$ cat src/rtl/udc_if.sv
// Bus for up_down_counter_param: control/config inputs and count/status outputs.
// With UDC_WRAP_COUNT_EN defined the bus also carries the 16-bit wrap_cnt.
interface udc_if #(
    parameter int unsigned WIDTH  = 8,
    parameter int unsigned STEP_W = 4
);
    logic              en;
    logic              up;
    logic              load;
    logic [WIDTH-1:0]  load_val;
    logic [STEP_W-1:0] step;
    logic [WIDTH-1:0]  max_val;
    logic              mode;
    logic              clear_flags;
    logic [WIDTH-1:0]  count;
    logic              at_max;
    logic              at_min;
    logic              tc;
    logic              ovf_sticky;
    logic              unf_sticky;
`ifdef UDC_WRAP_COUNT_EN
    logic [15:0]       wrap_cnt;
`endif

`ifdef UDC_WRAP_COUNT_EN
    modport master (
        output en, up, load, load_val, step, max_val, mode, clear_flags,
        input  count, at_max, at_min, tc, ovf_sticky, unf_sticky, wrap_cnt
    );
    modport slave (
        input  en, up, load, load_val, step, max_val, mode, clear_flags,
        output count, at_max, at_min, tc, ovf_sticky, unf_sticky, wrap_cnt
    );
`else
    modport master (
        output en, up, load, load_val, step, max_val, mode, clear_flags,
        input  count, at_max, at_min, tc, ovf_sticky, unf_sticky
    );
    modport slave (
        input  en, up, load, load_val, step, max_val, mode, clear_flags,
        output count, at_max, at_min, tc, ovf_sticky, unf_sticky
    );
`endif
endinterface

$ cat src/rtl/up_down_counter_param.sv
// Parametrised up/down counter with step, modulo limit, wrap/saturate mode and boundary flags.
// Optional UDC_WRAP_COUNT_EN adds a saturating 16-bit boundary-event counter (wrap_cnt).
module up_down_counter_param #(
    parameter int unsigned WIDTH  = 8,
    parameter int unsigned STEP_W = 4
) (
    input  logic  clk,
    input  logic  rst,
    udc_if.slave  bus
);
    localparam int unsigned XW = WIDTH + 1;

    logic [WIDTH-1:0] r_count;
    logic             r_tc;
    logic             r_ovf;
    logic             r_unf;

    logic [XW-1:0]    w_cnt_x;
    logic [XW-1:0]    w_step_x;
    logic [XW-1:0]    w_max_x;
    logic [XW-1:0]    w_lim_x;
    logic [XW-1:0]    w_sum_x;
    logic [WIDTH-1:0] w_next;
    logic             w_wrap_ok;
    logic             w_clamp;
    logic             w_do_step;
    logic             w_evt_up;
    logic             w_evt_dn;
    logic             w_evt;

    assign w_cnt_x   = XW'(r_count);
    assign w_step_x  = XW'(bus.step);
    assign w_max_x   = XW'(bus.max_val);
    assign w_lim_x   = w_max_x + XW'(1);
    assign w_sum_x   = w_cnt_x + w_step_x;
    assign w_clamp   = (r_count > bus.max_val);
    assign w_do_step = bus.en & ~bus.load & ~w_clamp;
    // An oversized step cannot wrap cleanly, so it falls back to saturation
    assign w_wrap_ok = ~bus.mode & (w_step_x <= w_lim_x);

    // Next count for an enabled step, plus boundary-event detection
    always_comb begin
        w_next   = r_count;
        w_evt_up = 1'b0;
        w_evt_dn = 1'b0;
        if (bus.up) begin
            if (w_sum_x <= w_max_x) begin
                w_next = WIDTH'(w_sum_x);
            end else begin
                w_evt_up = w_do_step;
                w_next   = w_wrap_ok ? WIDTH'(w_sum_x - w_lim_x) : bus.max_val;
            end
        end else begin
            if (w_step_x <= w_cnt_x) begin
                w_next = WIDTH'(w_cnt_x - w_step_x);
            end else begin
                w_evt_dn = w_do_step;
                w_next   = w_wrap_ok ? WIDTH'(w_cnt_x + w_lim_x - w_step_x) : '0;
            end
        end
    end

    assign w_evt = w_evt_up | w_evt_dn;

    always_ff @(posedge clk) begin
        if (rst) begin
            r_count <= '0;
            r_tc    <= 1'b0;
            r_ovf   <= 1'b0;
            r_unf   <= 1'b0;
        end else begin
            if (bus.load) begin
                r_count <= (bus.load_val > bus.max_val) ? bus.max_val : bus.load_val;
            end else if (w_clamp) begin
                r_count <= bus.max_val;
            end else if (bus.en) begin
                r_count <= w_next;
            end
            r_tc  <= w_evt;
            // Event wins over a coincident clear
            r_ovf <= (r_ovf & ~bus.clear_flags) | w_evt_up;
            r_unf <= (r_unf & ~bus.clear_flags) | w_evt_dn;
        end
    end

`ifdef UDC_WRAP_COUNT_EN
    logic [15:0] r_wrap_cnt;

    always_ff @(posedge clk) begin
        if (rst) begin
            r_wrap_cnt <= '0;
        end else if (bus.clear_flags) begin
            r_wrap_cnt <= 16'(w_evt);
        end else if (w_evt && (r_wrap_cnt != 16'hFFFF)) begin
            r_wrap_cnt <= r_wrap_cnt + 16'd1;
        end
    end

    assign bus.wrap_cnt = r_wrap_cnt;
`endif

    assign bus.count      = r_count;
    assign bus.at_max     = (r_count == bus.max_val);
    assign bus.at_min     = (r_count == '0);
    assign bus.tc         = r_tc;
    assign bus.ovf_sticky = r_ovf;
    assign bus.unf_sticky = r_unf;
endmodule
$ cat src/flat_wrapper.sv
// flat-port wrapper written by rule: the top's interface ports become plain ports
module up_down_counter_param_flat 
#(
    parameter int unsigned WIDTH  = 8,
    parameter int unsigned STEP_W = 4
)
  (clk, rst, bus_en, bus_up, bus_load, bus_load_val, bus_step, bus_max_val, bus_mode, bus_clear_flags, bus_count, bus_at_max, bus_at_min, bus_tc, bus_ovf_sticky, bus_unf_sticky);
  udc_if #(.WIDTH(WIDTH), .STEP_W(STEP_W)) bus_i ();
  input  logic clk;
  input  logic rst;
  input wire logic [$bits(bus_i.en)-1:0] bus_en;
  input wire logic [$bits(bus_i.up)-1:0] bus_up;
  input wire logic [$bits(bus_i.load)-1:0] bus_load;
  input wire logic [$bits(bus_i.load_val)-1:0] bus_load_val;
  input wire logic [$bits(bus_i.step)-1:0] bus_step;
  input wire logic [$bits(bus_i.max_val)-1:0] bus_max_val;
  input wire logic [$bits(bus_i.mode)-1:0] bus_mode;
  input wire logic [$bits(bus_i.clear_flags)-1:0] bus_clear_flags;
  output wire logic [$bits(bus_i.count)-1:0] bus_count;
  output wire logic [$bits(bus_i.at_max)-1:0] bus_at_max;
  output wire logic [$bits(bus_i.at_min)-1:0] bus_at_min;
  output wire logic [$bits(bus_i.tc)-1:0] bus_tc;
  output wire logic [$bits(bus_i.ovf_sticky)-1:0] bus_ovf_sticky;
  output wire logic [$bits(bus_i.unf_sticky)-1:0] bus_unf_sticky;
  assign bus_i.en = bus_en;
  assign bus_i.up = bus_up;
  assign bus_i.load = bus_load;
  assign bus_i.load_val = bus_load_val;
  assign bus_i.step = bus_step;
  assign bus_i.max_val = bus_max_val;
  assign bus_i.mode = bus_mode;
  assign bus_i.clear_flags = bus_clear_flags;
  assign bus_count = bus_i.count;
  assign bus_at_max = bus_i.at_max;
  assign bus_at_min = bus_i.at_min;
  assign bus_tc = bus_i.tc;
  assign bus_ovf_sticky = bus_i.ovf_sticky;
  assign bus_unf_sticky = bus_i.unf_sticky;
  up_down_counter_param #(.WIDTH(WIDTH), .STEP_W(STEP_W)) u_core (.clk(clk), .rst(rst), .bus(bus_i));
endmodule
$ cat config.mk
export PLATFORM = sky130hd
export DESIGN_NAME = up_down_counter_param_flat
export DESIGN_NICKNAME = d
export VERILOG_FILES = /design/src/rtl/udc_if.sv /design/src/rtl/up_down_counter_param.sv /design/src/flat_wrapper.sv
export SDC_FILE = /design/constraint.sdc
export NUM_CORES = 1
export LEC_CHECK = 0
export BUFFER_PORTS_ARGS = -buffer_cell sky130_fd_sc_hd__buf_2
export CORE_MARGIN = 10
export CORE_UTILIZATION = 61
export CTS_BUF_LIST = sky130_fd_sc_hd__clkbuf_8
export CTS_CLUSTER_DIAMETER = 200
export CTS_CLUSTER_SIZE = 16
export DETAILED_ROUTE_END_ITERATION = 8
export PLACE_DENSITY = 0.87
export SLEW_MARGIN = 20
export SYNTH_ARGS = -nofsm -noshare
export SYNTH_HDL_FRONTEND = slang
export SYNTH_SLANG_ARGS = --single-unit
$ cat constraint.sdc
create_clock -name clk -period 4.05 [get_ports clk]
set_input_delay 0.405 -clock clk [delete_from_list [all_inputs] [get_ports clk]]
set_output_delay 0.405 -clock clk [all_outputs]
set_load 0.05 [all_outputs]
==> impl_metrics.sql <==
INSERT INTO impl_metrics (metric_group, metric, value, unit) VALUES
('sta', 'clock_skew', '2.72', 'ps'),
('die', 'design.portCount', '40', ''),
('die', 'core.rowCount', '25', ''),
('clock_network', 'tritoncts', 'done', ''),
('worst_setup_path', 'reg2reg_setup_slack', '360', 'ps'),
('sta', 'worst_hold_slack', '485', 'ps'),
('sta', 'timing_worst_slew_pin_value', '867', 'ps'),
('drt', 'drt_pre_antenna_iters', '5', ''),
('worst_setup_path', 'critical-path-slowest-cell', 'sky130_fd_sc_hd__dfxtp_1', ''),
('worst_setup_path', 'crit-reg2reg-launch', 'u_core.bus.count[1]', ''),
('die', 'chipHeight', '90.8', 'um'),
('sta', 'finalHoldViolCount', '0', ''),
('synthesis', 'syn_nets', '483', ''),
('worst_setup_path', 'worst_setup_path_endpoint', 'u_core.bus.count[7]', ''),
('global_route', 'grt_pass1_vias', '3206', ''),
('synthesis', 'synth.lib_cells_used.distinct', '65', ''),
('synthesis', 'yosys_most_used_dff', 'sky130_fd_sc_hd__dfxtp_1', ''),
('die', 'design.core.area', '4790', 'um^2'),
('clock_network', 'tritoncts.num_buffers', '3', ''),
('clock_network', 'worst_setup_hold_path_clk_slew', '50', 'ps'),
('clock_network', 'clock_sinks', '11', ''),
('clock_network', 'postCtsSetupRepairBufs', '0', ''),
('synthesis', 'ys_async_sr_fraction', '0', ''),
('layout', 'flow.area_growth_from_synthesis', '11.0', '%'),
('worst_setup_path', 'critical_path.cell_chain', 'ha_1, or3b_4, a31oi_4, o2111ai_2, xnor2_2, ha_1, or2_2, o31a_1, o41ai_2, o41ai_2, and2_1, a2111oi_0, a21oi_1', ''),
('sta', 'timing.slew.headroom', '0.417', ''),
('placement', 'io_buffers', '39', ''),
('worst_setup_path', 'critical-path-max-stage-delay', '520', 'ps'),
('layout', 'postLayoutCellArea', '3400', 'um^2'),
('run', 'timing.max_cap.violations', '0', ''),
('sta', 'rsz0062_at_grt', 'false', ''),
('sta', 'clock.fmax', '271', 'MHz'),
('drt', 'post_drt_wl_per_cell', '19.2', 'um'),
('sta', 'finalSetupTns', '0', 'ps'),
('die', 'die_width', '90.8', 'um'),
('global_route', 'maximum_number_of_pins_on_one_net_before_global_route_repair', '13', ''),
('placement', 'dpl_cell_area', '3340', 'um^2'),
('worst_setup_path', 'rr_worst_depth', '13', ''),
('min_path', 'worst_hold_path_type', 'reg2reg', ''),
('layout', 'fin_nets', '524', ''),
('drt', 'drt_drc_violations_left', '0', ''),
('sta', 'timing_max_transition_violations_final', '0', ''),
('layout', 'drive_gt1_frac', '0.149', ''),
('die', 'initial_utilization', '0.639', ''),
('placement', 'place_congestion', '1.06', ''),
('drt', 'drt_iter0_markers', '498', ''),
('clock_network', 'cts_htree_levels', '1', ''),
('clock_network', 'cts-root-to-sink-buffers', '2', ''),
('power_and_ir_drop', 'static-leakage-power', '1.62', 'nW'),
('status', 'run_status', 'complete, no violations', ''),
('worst_setup_path', 'crit_path_max_fanout', '7', ''),
('worst_setup_path', 'worst_ep_required_time', '4170', 'ps'),
('global_route', 'initial_antenna_violation_count', '0', ''),
('clock_network', 'clk-insertion-delay-late', '240', 'ps'),
('die', 'dieArea', '8250', 'um^2'),
('sta', 'finalCriticalPeriod', '3690', 'ps'),
('synthesis', 'sequential_share_of_the_synthesized_area', '0.0720', ''),
('drt', 'ant_nets', '0', ''),
('power_and_ir_drop', 'peakVddDrop', '0.000200', 'V'),
('global_route', 'wire_length_of_the_first_global_routing_pass', '15800', 'um'),
('worst_setup_path', 'timing.critical_path.from', 'u_core.bus.count[1]', ''),
('worst_setup_path', 'path_class', 'reg2reg', ''),
('sta', 'final-setup-viol-count', '0', ''),
('synthesis', 'synth_instances', '390', ''),
('synthesis', 'syn-mean-instance-area', '7.85', 'um^2'),
('drt', 'wirelength', '9550', 'um'),
('worst_setup_path', 'crit_path_end_kind', 'flop', ''),
('placement', 'place.detailed.hpwl', '7940', 'um'),
('drt', 'routed-via-count', '3330', ''),
('layout', 'highest_count_cells_in_the_layout_ignoring_fill_and_taps', 'sky130_fd_sc_hd__ha_1 (59), sky130_fd_sc_hd__inv_1 (44), sky130_fd_sc_hd__buf_2 (39)', ''),
('sta', 'timing.final.crit_share', '0.912', '');
-- stage by stage --
step | worst slack [ps] | instances | util | total power [mW]
after floorplan | 38.7 | 390 | - | 0.969
after global placement | 113 | 493 | 0.699 | 1.22
after detailed placement | 59.3 | 493 | 0.699 | 1.25
after CTS | 223 | 497 | 0.708 | 1.37
after global routing | 91.3 | 497 | 0.710 | 1.51
final | 356 | 497 | 0.710 | 1.40
-- timing repair --
action	4_1_cts	5_1_grt
endpoints found under the setup margin	0	2
gates resized for setup	0	1
hold buffers	0	0
-- kinds of logic after synthesis --
group | after synthesis | synth area share
buffers and inverters | 54 | 0.0699
and+or+nand+nor | 110 | 0.188
DFF | 11 | 0.0720
adders and majority gates | 66 | 0.287
muxes | 8 | 0.0274
AOI/OAI and AO/OA | 115 | 0.274
xor gates and xnor gates | 26 | 0.0814
-- synth_stat cells, drive strengths merged, types with 3 or more instances --
cell type	n	area, um^2
ha	59	738
inv	43	161
a21oi	27	135
nor2	23	86.3
nand2	21	78.8
o21ai	19	98.9
xnor2	19	174
nand3	14	70.1
dfxtp	11	220
nor3	9	45.0
a21o	7	52.6
fa	7	140
nand2b	7	43.8
o211ai	7	52.6
a31oi	6	52.6
buf	6	33.8
nor2b	6	37.5
o221ai	6	58.8
xor2	6	52.6
mux2i	5	50.1
nand4	5	31.3
a211oi	4	30.0
and2	4	25.0
and4	4	35.0
clkbuf	4	15.0
nor4	4	31.3
o2111ai	4	47.6
o21bai	4	30.0
a211o	3	26.3
a221o	3	30.0
mux2	3	33.8
o21a	3	22.5
o31a	3	26.3
o41ai	3	33.8
or2	3	18.8
or3	3	18.8
-- layout make-up --
| cell class | instances | area (um^2) |
|---|---|---|
| clock buffer | 3 | 41.3 |
| clock inverter | 1 | 3.75 |
| fill | 411 | 1390 |
| inverter | 44 | 165 |
| multi-input combinational | 325 | 2630 |
| sequential | 11 | 220 |
| tap | 67 | 83.8 |
| timing repair buffer | 46 | 248 |
-- per-layer routing --
layer  vias up  part of all wire  track usage
met5         -                 0            0
met4         0             0.032       0.0561
met3        34              0.11       0.0441
met2       229              0.46        0.374
met1      1549              0.40        0.292
li1       1518                 -            -
-- registers in the layout, summed over array words and instances (netlist names) --
| name | flops |
|---|---|
| u_core.bus.tc | 1 |
| u_core.bus.unf_sticky | 1 |
| u_core.bus.count | 8 |
| u_core.bus.ovf_sticky | 1 |
-- power breakdown --
group	switching (mW)	total [mW]	leakage [nW]	internal, mW
sequential	0.0366	0.161	0.0907	0.125
combinational	0.674	1.12	1.50	0.451
clock	0.0438	0.111	0.0269	0.0668
-- worst min-delay path by stage --
| stage | to | slack [ps] | cells past startpoint | start |
|---|---|---|---|---|
| after global placement | u_core.bus.ovf_sticky | 460 | 2 | u_core.bus.ovf_sticky |
| after CTS | u_core.bus.unf_sticky | 470 | 2 | rst |
| after global routing | u_core.bus.ovf_sticky | 490 | 2 | rst |
| after detailed placement | u_core.bus.unf_sticky | 480 | 2 | u_core.bus.unf_sticky |
| final | u_core.bus.ovf_sticky | 490 | 2 | u_core.bus.ovf_sticky |
| after floorplan | u_core.bus.unf_sticky | 570 | 2 | bus_en |
-- critical path, delay by kind of cell (launching register included) --
kind	cells	cell delay, ps
AO/OA/AOI/OAI	7	1260
adder cells (fa/ha/maj)	2	610
AND/OR/NAND/NOR	3	910
flip-flops	1	520
XOR/XNOR	1	270
Power figures use the tool's default switching activity.
